### config.mk
export PLATFORM = sky130hd
export DESIGN_NAME = booth_seq_mult_ctrl
export DESIGN_NICKNAME = d
export VERILOG_FILES = /design/src/rtl/booth_seq_mult_ctrl.sv
export SDC_FILE = /design/constraint.sdc
export NUM_CORES = 1
export LEC_CHECK = 0
export BUFFER_PORTS_ARGS = -buffer_cell sky130_fd_sc_hd__buf_4
export CORE_MARGIN = 2
export CORE_UTILIZATION = 40
export CTS_CLUSTER_SIZE = 10
export DETAILED_ROUTE_END_ITERATION = 10
export GPL_TIMING_DRIVEN = 0
export PLACE_DENSITY_LB_ADDON = 0.05
export SLEW_MARGIN = 20
export SYNTH_ARGS = -nofsm -noshare
export SYNTH_HDL_FRONTEND = slang
export SYNTH_SLANG_ARGS = --single-unit
export TNS_END_PERCENT = 10
### constraint.sdc
create_clock -name clk -period 16.7 [get_ports clk]
set_input_delay 3.34 -clock clk [delete_from_list [all_inputs] [get_ports clk]]
set_output_delay 3.34 -clock clk [all_outputs]
set_load 0.05 [all_outputs]
### src/rtl/booth_seq_mult_ctrl.sv
// Iterative radix-4 Booth multiplier: one Booth digit per cycle, valid/ready in and out.
// Define BOOTH_SEQ_EARLY_TERM_EN to stop as soon as all remaining digits are zero.
module booth_seq_mult_ctrl #(
   parameter int A_W = 24,
   parameter int B_W = 8
) (
   input  logic               clk,
   input  logic               rst,
   input  logic               in_valid,
   output logic               in_ready,
   input  logic [A_W-1:0]     in_a,
   input  logic [B_W-1:0]     in_b,
   output logic               out_valid,
   input  logic               out_ready,
   output logic [A_W+B_W-1:0] out_p,
   output logic               busy
);

   localparam int P_W   = A_W + B_W;
   localparam int STEPS = B_W / 2;
   localparam int SW    = (STEPS > 1) ? $clog2(STEPS) : 1;

   typedef enum logic [1:0] {
      S_IDLE,
      S_ITER,
      S_DONE
   } state_t;

   state_t         r_state;
   logic [A_W-1:0] r_a;
   logic [B_W-1:0] r_b;
   logic [P_W-1:0] r_acc;
   logic [SW-1:0]  r_step;

   logic [B_W:0]   w_bext;
   logic [2:0]     w_trip;
   logic [P_W-1:0] w_aext;
   logic [P_W-1:0] w_mag;
   logic [P_W-1:0] w_pp;
   logic [P_W-1:0] w_ppsh;
   logic [P_W-1:0] w_sum;
   logic           w_last;

   assign w_bext = {r_b, 1'b0};
   assign w_trip = w_bext[{r_step, 1'b0} +: 3];
   assign w_aext = {{B_W{r_a[A_W-1]}}, r_a};

   always_comb begin
      w_mag = '0;
      unique case (w_trip)
         3'b001, 3'b010,
         3'b101, 3'b110: w_mag = w_aext;
         3'b011, 3'b100: w_mag = w_aext << 1;
         default:        w_mag = '0;
      endcase
   end

   // 111 negates a zero magnitude, which stays exactly zero
   assign w_pp   = w_trip[2] ? (~w_mag + P_W'(1)) : w_mag;
   assign w_ppsh = w_pp << {r_step, 1'b0};
   assign w_sum  = r_acc + w_ppsh;

`ifdef BOOTH_SEQ_EARLY_TERM_EN
   logic [B_W-1:0] w_hi;
   // bits above the current digit all equal -> remaining digits are zero
   assign w_hi   = B_W'($signed(r_b) >>> {r_step, 1'b1});
   assign w_last = (w_hi == '0) || (w_hi == '1)
                || (r_step == SW'(STEPS - 1));
`else
   assign w_last = (r_step == SW'(STEPS - 1));
`endif

   assign out_p = r_acc;

   always_ff @(posedge clk) begin
      if (rst) begin
         r_state   <= S_IDLE;
         r_a       <= '0;
         r_b       <= '0;
         r_acc     <= '0;
         r_step    <= '0;
         in_ready  <= 1'b1;
         out_valid <= 1'b0;
         busy      <= 1'b0;
      end else begin
         unique case (r_state)
            S_IDLE: begin
               if (in_valid) begin
                  r_a      <= in_a;
                  r_b      <= in_b;
                  r_acc    <= '0;
                  r_step   <= '0;
                  r_state  <= S_ITER;
                  in_ready <= 1'b0;
                  busy     <= 1'b1;
               end
            end
            S_ITER: begin
               r_acc  <= w_sum;
               r_step <= r_step + SW'(1);
               if (w_last) begin
                  r_state   <= S_DONE;
                  out_valid <= 1'b1;
               end
            end
            S_DONE: begin
               if (out_ready) begin
                  r_state   <= S_IDLE;
                  out_valid <= 1'b0;
                  in_ready  <= 1'b1;
                  busy      <= 1'b0;
               end
            end
            default: r_state <= S_IDLE;
         endcase
      end
   end

endmodule

# [Word level (Yosys, flattened, before mapping)]
# Index checks and enable logic that the tools add are counted.
[totals] latch_bits=0 wordCells=55 out_inout_bits=35 mem_bits_rw=0 register_bits=71 romBits=0 memories=0
[op_classes] bitwise_logic=1 eq_ne=12 n_mux=18 n_mul=0 addsub=3 magnitude_cmp=0 div=0 n_shift=2 n_reduce_logical=11
[op_table] op="case mux 32 bit (2 select lines)" n=2
[op_table] op="two-way mux 32 bit" n=2
[op_table] op="adder 32 x 1 -> 32 bit, second input constant" n=1
[op_table] op="adder 32 bit" n=1
[op_table] op="NOT 32 bit" n=1
[op_table] op="<< shifter 32 x 3 -> 32 bit" n=1
[op_table] op="== test 3 bit, second input constant" n=3
[op_table] op="AND reduction 3 bit" n=3
[op_table] op="indexed part select 9 x 4 -> 3 bit" n=1
[op_table] op="two-way mux 2 bit" n=4
[op_table] op="== test 3 x 2 -> 1 bit, second input constant" n=2
[op_table] op="inequality test 2 bit, second input constant" n=3
[op_table] op="case mux 1 bit (2 select lines)" n=3
[op_table] op="case mux 2 bit (3 select lines)" n=1
[op_table] op="nonzero test 2 bit" n=3
[op_table] op="two-way mux 1 bit" n=5
[op_table] op="== test 2 bit, second input constant" n=2
[op_table] op="case mux 2 bit (2 select lines)" n=1
[op_table] op="AND reduction 2 bit" n=2
[op_table] op="OR reduction 4 bit" n=1
[op_table] op="== test 3 x 1 -> 1 bit, second input constant" n=1
[op_table] op="adder 2 x 1 -> 2 bit, second input constant" n=1
[op_table] op="== test 2 x 1 -> 1 bit, second input constant" n=1
[op_table] op="logical NOT 2 bit" n=1
[op_table] op="OR reduction 2 bit" n=1

# [Longest topological paths before layout]
[depth] word_depth=10 mapped_depth=31 ltp_nobuf=24

# [Worst setup path after synthesis]
# No wires, ideal clock.
[synth_timing] path_type="reg-to-reg" startpoint="reg r_step[1]" endpoint="reg r_acc[31] (netlist: out_p[31])" slack_ns=10.373 synth_period_minus_slack_ns=6.327 required_time_ns=16.570 arrival_time_ns=6.197 setup_ns=0.130 path_buffers=4 stages_incl_launch_ff=29 cell_sequence="dfxtp_1 mux2i_2 o211ai_1 and3_1 buf_6 buf_2 clkbuf_1 buf_1 a22oi_1 ha_1 o31ai_1 a221o_1 a2111oi_4 a2111oi_0 a211o_1 mux2_2 nor2_1 a21oi_1 ha_1 and3_1 a221oi_1 o211ai_1 a21oi_1 o21ai_0 a311oi_1 o21ai_0 a21oi_1 mux2i_1 o22ai_1"
[synth_via] elab_chain_len=10 elab_cells_between_ends=16
[synth_lines] item="from (decl)" line_no="33" rtl="logic [SW-1:0] r_step;"
[synth_lines] item="from (signal assigned)" line_no="100" rtl="r_step <= r_step + SW'(1);"
[synth_lines] item="indexed part select 9 x 4 -> 3 bit" line_no="45" rtl="assign w_trip = w_bext[{r_step, 1'b0} +: 3];"
[synth_lines] item="== test 3 x 1 -> 1 bit, or another cell as far along" line_no="50" rtl="unique case (w_trip)"
[synth_lines] item="OR reduction 4 bit or OR reduction 2 bit (tied branches)" line_no="50"
[synth_lines] item="case mux 32 bit (2 select lines)" line_no="50"
[synth_lines] item="NOT 32 bit" line_no="59" rtl="assign w_pp = w_trip[2] ? (~w_mag + P_W'(1)) : w_mag;"
[synth_lines] item="adder 32 x 1 -> 32 bit" line_no="59"
[synth_lines] item="two-way mux 32 bit" line_no="59"
[synth_lines] item="<< shifter 32 x 3 -> 32 bit *" line_no="60" rtl="assign w_ppsh = w_pp << {r_step, 1'b0};"
[synth_lines] item="adder 32 bit *" line_no="61" rtl="assign w_sum = r_acc + w_ppsh;"
[synth_lines] item="case mux 32 bit (2 select lines) *" line_no="86" rtl="unique case (r_state)"
[synth_lines] item="to (signal assigned)" line_no="99" rtl="r_acc <= w_sum;"
[synth_lines] item="to (decl)" line_no="32" rtl="logic [P_W-1:0] r_acc;"
# Every way passes the cells marked *; elsewhere a longest branch is shown, timed or not.
# A chain may end at the register's enable or synchronous reset.

# [Final worst setup path]
# Ends and elaborated chain as after synthesis.

==> metrics.txt <==
Post-Place Cells 1178; FMAX 121.3 MHz; Reg2Reg Launch Point r_step[1]$_SDFFE_PP0P_; FF-to-FF path depth 28; setup violators final 0; area share of the largest cell type after synthesis 21.61%; Max Cap Viol 0; Critical Path AT 8450 ps; Slew HR 34.64%; WP depth 28; # diodes 0; Synth Warn # 0; crit-path max cell delay 680 ps; CP Capture Type flop; final slew viol count 0; number of synthesized register bits 71; Synth Cell Area 0.006578 mm²; Tcrit/Tclk final 49.37%; CP Class flop to flop; Detailed Routing Iterations Pass 1 5; final setup margin 8455 ps; Layout area overhead 16.53%; setup_tns 0 ps; Syn Inst Count 893; Synth area leader dfxtp_1; worst slack, placed 8695 ps; Detailed Route WL 22780 µm; post-route insts no fill 1194; fillers 1702; drt drc 0; Vias/cell 5.881; worst skew pair latency 360 ps; WP buf/inv 4; via count 7022; Crit path top cell by count a21oi_1; Leak 3.304 nW; Final ANT Viol Nets 0; Critical Path RT 16910 ps; GPL Wtd Cong 0.9392; drt wl/cell 19.08 µm; TritonCTS clock tree built; crit path max-delay cell type mux2i_2; commonest non-fill, non-tap cell in the layout nand2_1; final instance area 0.007665 mm²; first-pass GRT wire length 36060 µm; synth unique cells 84; slew at the pin closest to its max-slew limit 968.1 ps; RR Endpoint out_p[31]$_SDFFE_PP0P_; final hold vios 0; Root Driver clkbuf_16; total power per unit cell area 86.34 mW/mm²; CP endpoint out_p[31]$_SDFFE_PP0P_; register-to-register setup slack 8450 ps; sequential share of the synthesized area 21.61%; Setup crit start r_step[1]$_SDFFE_PP0P_; Reg clk slew, reported paths 60 ps; Placeable Area 0.01600 mm²; worst hold-check path type flop to flop; critical path launch point type flop; status complete, no violations; largest net degree at the start of global routing 14; DP HPWL 17690 µm; post-route clock skew 11.66 ps; nets@finish 1050; Detailed Route Iter0 Violations 623; H-tree Lvls 3; number of global-route vias before repair 6518; worst-case clock buffer depth 2; Core Rows 46; Syn Nets 970; initial antenna violation count 0; RSZ-0062 raised after global routing false; top cells by area, synth dfxtp_1 22%, a21oi_1 8.3%, ha_1 7.6%; Initial Utilization 41.11%; Worst IR Drop VDD 0.04966 mV; die area 0.01749 mm²; Crit path max-delay family compound AO/OA/AOI/OAI gates; Main synth FF type dfxtp_1; syn_area_per_cell 7.366 µm²; gr ovfl total 0; Final Critical Period 8245 ps; CP max FO 10; CTS buffer count 9; # hold bufs at CTS 0; ys async rst share 0%; share of cells above drive strength 1 12.88%; number of gates resized after CTS 0; Post-synth EDFFs 0; hold_ws 483.8 ps; Overall Global Routing Usage 26.07%; number of top-level pins 71; most frequent cells in the layout 122 x nand2_1, 109 x a21oi_1, 86 x nor2_1, 71 x dfxtp_1, 70 x buf_4; PortBufs 69; Die X-Extent 132.2 µm; Post-CTS Setup Bufs 0; Clock Sinks 71; dpl cell area 0.007366 mm²; Die Ht 132.2 µm
==> metal layers <==
layer,routed length (µm),vias to the layer above,global-route usage [%]
met5,0,-,0
met4,583,0,9.200
met3,1491,42,4.575
met2,10150,257,41.29
met1,10560,3257,35.68
li1,-,3466,-
==> sequential cells by signal, summed over array words and instances, names as in the netlist <==
name       count
r_step         2
in_ready       1
r_state        2
out_p         32
out_valid      1
r_a           24
busy           1
r_b            8
==> final cells by class <==
| class | count | area, µm² | share of cell area, % |
|---|---|---|---|
| clock buffers | 10 | 229.0 | 2.987 |
| plain buffers | 58 | 252.7 | 3.297 |
| repair buffers | 69 | 518.0 | 6.758 |
| inverters | 14 | 52.55 | 0.6856 |
| clock inverters | 6 | 70.07 | 0.9141 |
| flip-flops and latches | 71 | 1421 | 18.54 |
| multi-input cells | 750 | 4851 | 63.29 |
| well taps | 216 | 270.3 | 3.526 |
==> synth_stat cells (all sizes together) (4+ instances only) <==
| cell type | n |
|---|---|
| nor4 | 4 |
| o31ai | 4 |
| xnor2 | 23 |
| nand2b | 8 |
| and2 | 4 |
| o22ai | 10 |
| buf | 15 |
| nand4 | 5 |
| o21ai | 40 |
| o21a | 5 |
| a21o | 23 |
| o211ai | 9 |
| a22oi | 22 |
| a21oi | 109 |
| inv | 13 |
| a31oi | 17 |
| a221oi | 6 |
| nand3 | 26 |
| a211o | 4 |
| clkbuf | 43 |
| nor2 | 86 |
| mux2 | 9 |
| a211oi | 12 |
| a221o | 8 |
| nor3 | 22 |
| dfxtp | 71 |
| ha | 40 |
| mux2i | 26 |
| nand2 | 122 |
| nor2b | 7 |
| a22o | 9 |
| xor2 | 21 |
| and3 | 15 |
| a311oi | 4 |
==> through the flow <==
stage	util [%]	total power, mW
after floorplan	-	0.3867
after global placement	46.04	0.4641
after detailed placement	46.04	0.4624
after CTS	47.90	0.6627
after global routing	47.90	0.7023
final	47.90	0.6618
==> worst min path at each step <==
| stage | from | to | cells after the start |
|---|---|---|---|
| 6_report | r_a[19]$_SDFFE_PP0P_ | r_a[19]$_SDFFE_PP0P_ | 2 |
| 5_1_grt | out_p[3]$_SDFFE_PP0P_ | out_p[3]$_SDFFE_PP0P_ | 2 |
| 4_1_cts | r_a[19]$_SDFFE_PP0P_ | r_a[19]$_SDFFE_PP0P_ | 2 |
| 3_5_place_dp | r_a[19]$_SDFFE_PP0P_ | r_a[19]$_SDFFE_PP0P_ | 2 |
| 3_3_place_gp | r_a[19]$_SDFFE_PP0P_ | r_a[19]$_SDFFE_PP0P_ | 2 |
| 2_1_floorplan | r_a[19]$_SDFFE_PP0P_ | r_a[19]$_SDFFE_PP0P_ | 2 |
==> worst reg2reg max path: cells and delay by family (launching register included) <==
kind	cells	cell delay [ps]
buffers and inverters	4	930
and+or+nand+nor	3	550
adders and majority gates	2	690
DFF	1	440
AOI/OAI and AO/OA	16	4300
muxes	3	1200
==> cell families after synthesis <==
| family | count (synthesis) | share of synthesized area [%] |
|---|---|---|
| flops | 71 | 21.61 |
| compound gates | 315 | 31.86 |
| simple gates | 314 | 22.05 |
| xor+xnor | 44 | 5.859 |
| fa+ha+maj | 41 | 7.913 |
| buf+inv | 72 | 4.641 |
| mux | 36 | 6.068 |
==> where the power goes <==
group,switching (mW),internal [mW]
clock,0.0809,0.116
sequential,0.0133,0.180
combinational,0.175,0.0964
total,0.269,0.393
No activity file was read; power rests on OpenSTA's default activity.
